==> src/rtl/irq_ctrl_pkg.sv <==
// Shared definitions for the interrupt controller: FSM states, register map
// and claim-ID width.
package irq_ctrl_pkg;

  typedef enum logic [1:0] {
    ST_IDLE    = 2'd0,
    ST_PENDING = 2'd1,
    ST_SERVICE = 2'd2
  } state_t;

  localparam logic [2:0]  OFF_PEND  = 3'h0;
  localparam logic [2:0]  OFF_MASK  = 3'h1;
  localparam logic [2:0]  OFF_MODE  = 3'h2;
  localparam logic [2:0]  OFF_CLAIM = 3'h3;
  localparam logic [2:0]  OFF_EOI   = 3'h4;
  localparam int          N_REGS    = 5;

  localparam logic [31:0] BASE_ADDR = 32'h0000_7F30;
  localparam int          ID_W      = 4;

  // Word offset of a bus word address relative to the block base.
  function automatic logic [29:0] word_off(input logic [29:0] addr);
    return addr - BASE_ADDR[31:2];
  endfunction

endpackage

==> src/rtl/irq_ctrl_if.sv <==
// Peripheral-port bus between the bridge (master) and the interrupt controller (slave).
interface irq_ctrl_if;
  logic [29:0] addr;
  logic        we;
  logic [31:0] din;
  logic [31:0] dout;

  modport master (output addr, we, din, input dout);
  modport slave  (input addr, we, din, output dout);
endinterface

==> src/rtl/irq_prio_enc.sv <==
// Lowest-index-first priority encoder: returns id+1 of the first set request, 0 if none.
module irq_prio_enc
  import irq_ctrl_pkg::*;
#(
  parameter int N_SRC = 3
) (
  input  logic [N_SRC-1:0] req,
  output logic [ID_W-1:0]  id
);

  always_comb begin
    id = '0;
    for (int i = N_SRC - 1; i >= 0; i--) begin
      if (req[i]) id = ID_W'(i + 1);
    end
  end

endmodule

==> src/rtl/irq_ctrl.sv <==
// Memory-mapped interrupt controller with per-source mask, level/edge mode and
// claim/EOI handshake. Define IRQ_CTRL_IN_SYNC_EN to add a 2-flop input synchronizer.
module irq_ctrl
  import irq_ctrl_pkg::*;
#(
  parameter int N_SRC = 3
) (
  input  logic             clk,
  input  logic             reset,
  input  logic [N_SRC-1:0] src_irq,
  irq_ctrl_if.slave        bus,
  output logic             irq_out
);

  logic [N_SRC-1:0] src_s;

`ifdef IRQ_CTRL_IN_SYNC_EN
  logic [N_SRC-1:0] sync_p0;
  logic [N_SRC-1:0] sync_p1;

  always_ff @(posedge clk) begin
    if (!reset) begin
      sync_p0 <= '0;
      sync_p1 <= '0;
    end else begin
      sync_p0 <= src_irq;
      sync_p1 <= sync_p0;
    end
  end

  assign src_s = sync_p1;
`else
  assign src_s = src_irq;
`endif

  state_t           state;
  logic [N_SRC-1:0] pend;
  logic [N_SRC-1:0] mask;
  logic [N_SRC-1:0] mode;
  logic [N_SRC-1:0] src_prev;
  logic [N_SRC-1:0] pend_nxt;
  logic [N_SRC-1:0] eligible;
  logic [N_SRC-1:0] rise;
  logic [N_SRC-1:0] w1c;
  logic [N_SRC-1:0] claim_clr;
  logic [ID_W-1:0]  claim_id;
  logic [ID_W-1:0]  active_id;

  logic [29:0] off_full;
  logic        hit;
  logic [2:0]  off;
  logic        wr_pend, wr_mask, wr_mode, wr_claim, wr_eoi;
  logic        claim_ok, eoi_ok;

  assign off_full = word_off(bus.addr);
  assign hit      = (off_full < 30'(N_REGS));
  assign off      = off_full[2:0];

  assign wr_pend  = bus.we && hit && (off == OFF_PEND);
  assign wr_mask  = bus.we && hit && (off == OFF_MASK);
  assign wr_mode  = bus.we && hit && (off == OFF_MODE);
  assign wr_claim = bus.we && hit && (off == OFF_CLAIM);
  assign wr_eoi   = bus.we && hit && (off == OFF_EOI);

  assign eligible = pend & mask;

  irq_prio_enc #(.N_SRC(N_SRC)) u_prio_enc (
    .req (eligible),
    .id  (claim_id)
  );

  assign claim_ok = wr_claim && (state == ST_PENDING) && (claim_id != '0) &&
                    (bus.din[ID_W-1:0] == claim_id);
  assign eoi_ok   = wr_eoi && (state == ST_SERVICE) &&
                    (bus.din[ID_W-1:0] == active_id);

  assign rise = src_s & ~src_prev;
  assign w1c  = wr_pend ? bus.din[N_SRC-1:0] : '0;

  always_comb begin
    claim_clr = '0;
    for (int i = 0; i < N_SRC; i++) begin
      claim_clr[i] = claim_ok && (claim_id == ID_W'(i + 1));
    end
  end

  // Edge bits: a fresh rising edge beats both W1C and claim in the same cycle.
  always_comb begin
    pend_nxt = '0;
    for (int i = 0; i < N_SRC; i++) begin
      if (mode[i]) pend_nxt[i] = (pend[i] & ~w1c[i] & ~claim_clr[i]) | rise[i];
      else         pend_nxt[i] = src_s[i];
    end
  end

  always_ff @(posedge clk) begin
    if (!reset) begin
      pend     <= '0;
      mask     <= '0;
      mode     <= '0;
      src_prev <= '0;
    end else begin
      pend     <= pend_nxt;
      src_prev <= src_s;
      if (wr_mask) mask <= bus.din[N_SRC-1:0];
      if (wr_mode) mode <= bus.din[N_SRC-1:0];
    end
  end

  // irq_out is registered alongside the state so it is high exactly in PENDING.
  always_ff @(posedge clk) begin
    if (!reset) begin
      state     <= ST_IDLE;
      active_id <= '0;
      irq_out   <= 1'b0;
    end else begin
      case (state)
        ST_IDLE: begin
          if (|eligible) begin
            state   <= ST_PENDING;
            irq_out <= 1'b1;
          end
        end
        ST_PENDING: begin
          if (claim_ok) begin
            state     <= ST_SERVICE;
            active_id <= claim_id;
            irq_out   <= 1'b0;
          end else if (!(|eligible)) begin
            state   <= ST_IDLE;
            irq_out <= 1'b0;
          end
        end
        ST_SERVICE: begin
          if (eoi_ok) begin
            state   <= ST_IDLE;
            irq_out <= 1'b0;
          end
        end
        default: begin
          state   <= ST_IDLE;
          irq_out <= 1'b0;
        end
      endcase
    end
  end

  always_comb begin
    bus.dout = '0;
    if (hit) begin
      case (off)
        OFF_PEND:  bus.dout = 32'(pend);
        OFF_MASK:  bus.dout = 32'(mask);
        OFF_MODE:  bus.dout = 32'(mode);
        OFF_CLAIM: bus.dout = 32'(claim_id);
        default:   bus.dout = '0;
      endcase
    end
  end

endmodule
==> src/flat_wrapper.sv <==
// flat-port wrapper written by rule: the top's interface ports become plain ports
module irq_ctrl_flat import irq_ctrl_pkg::*;
#(
  parameter int N_SRC = 3
)
  (clk, reset, src_irq, irq_out, bus_addr, bus_we, bus_din, bus_dout);
  irq_ctrl_if bus_i ();
  input  logic clk;
  input  logic reset;
  input  logic [N_SRC-1:0] src_irq;
  output logic irq_out;
  input wire logic [$bits(bus_i.addr)-1:0] bus_addr;
  input wire logic [$bits(bus_i.we)-1:0] bus_we;
  input wire logic [$bits(bus_i.din)-1:0] bus_din;
  output wire logic [$bits(bus_i.dout)-1:0] bus_dout;
  assign bus_i.addr = bus_addr;
  assign bus_i.we = bus_we;
  assign bus_i.din = bus_din;
  assign bus_dout = bus_i.dout;
  irq_ctrl #(.N_SRC(N_SRC)) u_core (.clk(clk), .reset(reset), .src_irq(src_irq), .bus(bus_i), .irq_out(irq_out));
endmodule
==> config.mk <==
export PLATFORM = sky130hd
export DESIGN_NAME = irq_ctrl_flat
export DESIGN_NICKNAME = d
export VERILOG_FILES = /design/src/rtl/irq_ctrl_pkg.sv /design/src/rtl/irq_ctrl_if.sv /design/src/rtl/irq_prio_enc.sv /design/src/rtl/irq_ctrl.sv /design/src/flat_wrapper.sv
export SDC_FILE = /design/constraint.sdc
export NUM_CORES = 1
export LEC_CHECK = 0
export CAP_MARGIN = 20
export CORE_MARGIN = 4
export CORE_UTILIZATION = 40
export DETAILED_ROUTE_END_ITERATION = 10
export PLACE_DENSITY_LB_ADDON = 0.08
export REMOVE_ABC_BUFFERS = 1
export SYNTH_ARGS = -nofsm -noshare
export SYNTH_HDL_FRONTEND = slang
export SYNTH_HIERARCHICAL = 1
export SYNTH_SLANG_ARGS = --single-unit
==> constraint.sdc <==
create_clock -name clk -period 4.5 [get_ports clk]
set_input_delay 0.9 -clock clk [delete_from_list [all_inputs] [get_ports clk]]
set_output_delay 0.9 -clock clk [all_outputs]
set_load 0.02 [all_outputs]
==> flow_summary.yaml <==
run_status:
  run_status: "finished, final reports clean"
floorplanning:
  die_width_um: 77.77
  dieArea_sq_mm: 0.006047
  dieHeight_um: 77.77
  std_cell_rows: 25
  design.portCount: 101
  placeableCoreArea_sq_mm: 0.004723
  start_util: 0.4122
setup_path:
  rrSetupSlack_ps: 1740
  timing.critical_path.to_type: "output port"
  critical_path_class: "in2out"
  worstPathMaxFanout: 6
  cp.arrival_ps: 3410
  required_time_at_the_worst_slack_endpoint_ps: 3600
  worst_setup_path_start_kind: "primary input"
timing:
  tns_ps: 0
  skew_ps: 1.633
  worst-slew-pin-transition_ps: 810.8
  hold_viol: 0
  final.min_clock_period_ps: 4311
  fin_crit_sh: 0.9580
  achievable-frequency_mhz: 232.0
  setup_violations: 0
  grt_setup_unrepaired: "false"
  relSlewSlack: 0.4553
  report.final.slew_viol_count: 0
synth:
  synth_cell_types: 56
  synth_area_sq_mm: 0.001947
  synth.avg_cell_area_sq_um: 7.979
  synthArstFlopShare: 0
  synth_edf_count: 0
  postSynthRegisterBits: 18
  postSynth.topFlopCell: "dfxtp_1"
  netlist_instances: 244
  seq_area_frac_synth: 0.1851
  yosys_warnings: 6
drt:
  drc_marker_count_from_the_first_detailed_route_iteration: 53
  drt-total-wl_um: 5666
  detailroute.via_count: 2110
  drc_errors: 0
  avgRoutedWirePerCell_um: 14.24
  vias_per_cell: 5.302
  ant_nets: 0
  drt_pass1_iterations: 4
power:
  power.share.sequential: 0.382
  switching_part_of_the_total_power: 0.3097
  power.density_mw_per_mm2: 155.3
  clkPwrFrac: 0.256
  internal_power_mw: 0.2958
  comb_power_share: 0.362
  ir_worst_vdd_mv: 0.1587
  netSwitchingPower_mw: 0.1327
  power.leakage_nw: 1.108
finish:
  final.fill_count: 472
  area_growth_syn_to_fin_pct: 41.71
  seqCellArea_sq_um: 360.3
  mostFrequentLayoutCell: "buf_4"
  drive_gt1_frac: 0.2477
  insertedDiodeCount: 0
  highest_count_cells_in_the_layout_ignoring_fill_and_taps: "buf_4, clkdlybuf4s50_1, conb_1"
  postLayoutCoreUtil: 0.5841
  multi_input_area_sq_mm: 0.001450
  final_net_count: 403
  post-route-cell-area_sq_mm: 0.002759
global_route:
  antenna_found_initial: 0
  grt_pass1_wl_um: 8990
  grt_start_max_net_pins: 12
  grt_usage: 0.1806
  grt_overflow_total: 0
  via_count_of_the_first_global_routing_pass: 1939
flow_run:
  cap_violations: 0
clock_network:
  clock_tree_from_tritoncts: "done"
  cts-buffers-inserted: 3
  clkTransAtPathRegs_ps: 60
  cts_root_buf: "clkbuf_8"
  worstSkewPairLatency_ps: 250
  max-clock-path-buffers: 2
  clock_sinks: 18
  htreeDepth: 1
place:
  placed_area_sq_mm: 0.002660
  routabilityCongestion: 0.8442
  port-buffer-count: 43
  dp_hpwl_um: 4645
hold_path:
  hold_path.class: "reg2reg"
-- kinds of logic after synthesis --
family | share of synthesized area
buf+inv | 0.1504
compound gates | 0.1999
other cells | 0.003857
simple gates | 0.3419
flops | 0.1851
mux | 0.06555
xor+xnor | 0.04049
fa+ha+maj | 0.01285
-- worst max-delay path, cell delays in order --
cell and delay, ps:
clkdlybuf4s50_1 450, buf_4 160, a211o_1 310, and4_1 190
or4_4 490, a31o_2 290, nor4_4 120, buf_4 170
and3_1 160, buf_2 160
-- through the flow --
stage,setup WS [ps],instances,power (mW),hold slack (ps)
2_1_floorplan,477.3,234,0.2275,442.9
3_3_place_gp,-474.3,392,0.3154,463.0
3_5_place_dp,-410.2,392,0.3154,476.7
4_1_cts,19.60,395,0.4257,488.1
5_1_grt,85.42,398,0.4489,512.8
6_report,189.1,398,0.4285,485.2
-- what timing repair did --
action	4_1_cts	5_1_grt
setup buffers	0	3
pin swaps	0	7
resized for setup	12	9
endpoints found under the setup margin	3	3
hold buffers	0	0
-- metal layers --
| metal | up-vias | wire, um | global-route usage |
|---|---|---|---|
| li1 | 1041 | - | - |
| met1 | 992 | 2366 | 0.2166 |
| met2 | 71 | 2903 | 0.3288 |
| met3 | 6 | 339 | 0.02900 |
| met4 | 0 | 57 | 0.04982 |
| met5 | - | 0 | 0 |
-- final cells by class --
type,instances,share of cell area
Inverter,7,0.009524
Clock buffer,3,0.01497
Timing Repair Buffer,94,0.2889
Tap cell,67,0.03039
Sequential cell,18,0.1306
Multi-Input combinational cell,209,0.5256
-- state kept, by name, summed over array words and instances, names as in the netlist --
signal            flops
u_core/state          2
u_core/pend           3
u_core/mask           3
u_core/mode           3
u_core/src_prev       3
u_core/active_id      4
-- power groups by stage --
stage | Clock, mW | Combinational [mW] | Sequential, mW
floorplan | 0 | 0.0608 | 0.167
global placement | 0 | 0.148 | 0.167
detailed placement | 0 | 0.148 | 0.167
CTS | 0.112 | 0.150 | 0.164
global route | 0.118 | 0.167 | 0.164
finish | 0.110 | 0.155 | 0.164
-- synth_stat cells, types with 4 or more instances --
cell type / instances / area [sq um]
a21bo_2: 6 / 60.06
a21oi_1: 11 / 55.05
and2_1: 6 / 37.54
and3_1: 8 / 50.05
buf_4: 30 / 225.2
clkbuf_1: 4 / 15.01
dfxtp_1: 18 / 360.4
inv_1: 7 / 26.28
mux2i_1: 6 / 60.06
nand2_1: 9 / 33.78
nand2b_1: 4 / 25.02
nand3_1: 17 / 85.08
nand4_1: 8 / 50.05
nor2_1: 18 / 67.56
nor3_1: 10 / 50.05
nor4_1: 7 / 43.79
nor4_4: 4 / 85.08
xnor2_1: 7 / 61.31
-- path summary, 6_finish.rpt --
path / startpoint / endpoint / cells past startpoint
worst max register to register: u_core/pend[2]$_SDFF_PN0_ / u_core/active_id[0]$_SDFFE_PN0P_ / 11
worst max-delay path: bus_addr[3] / bus_dout[1] / 10
worst min register to register: u_core/state[1]$_SDFFE_PN0P_ / u_core/state[0]$_SDFFE_PN0P_ / 1
worst min-delay path: u_core/state[1]$_SDFFE_PN0P_ / u_core/state[0]$_SDFFE_PN0P_ / 1
Note: power is estimated with default switching activity, not from simulation.
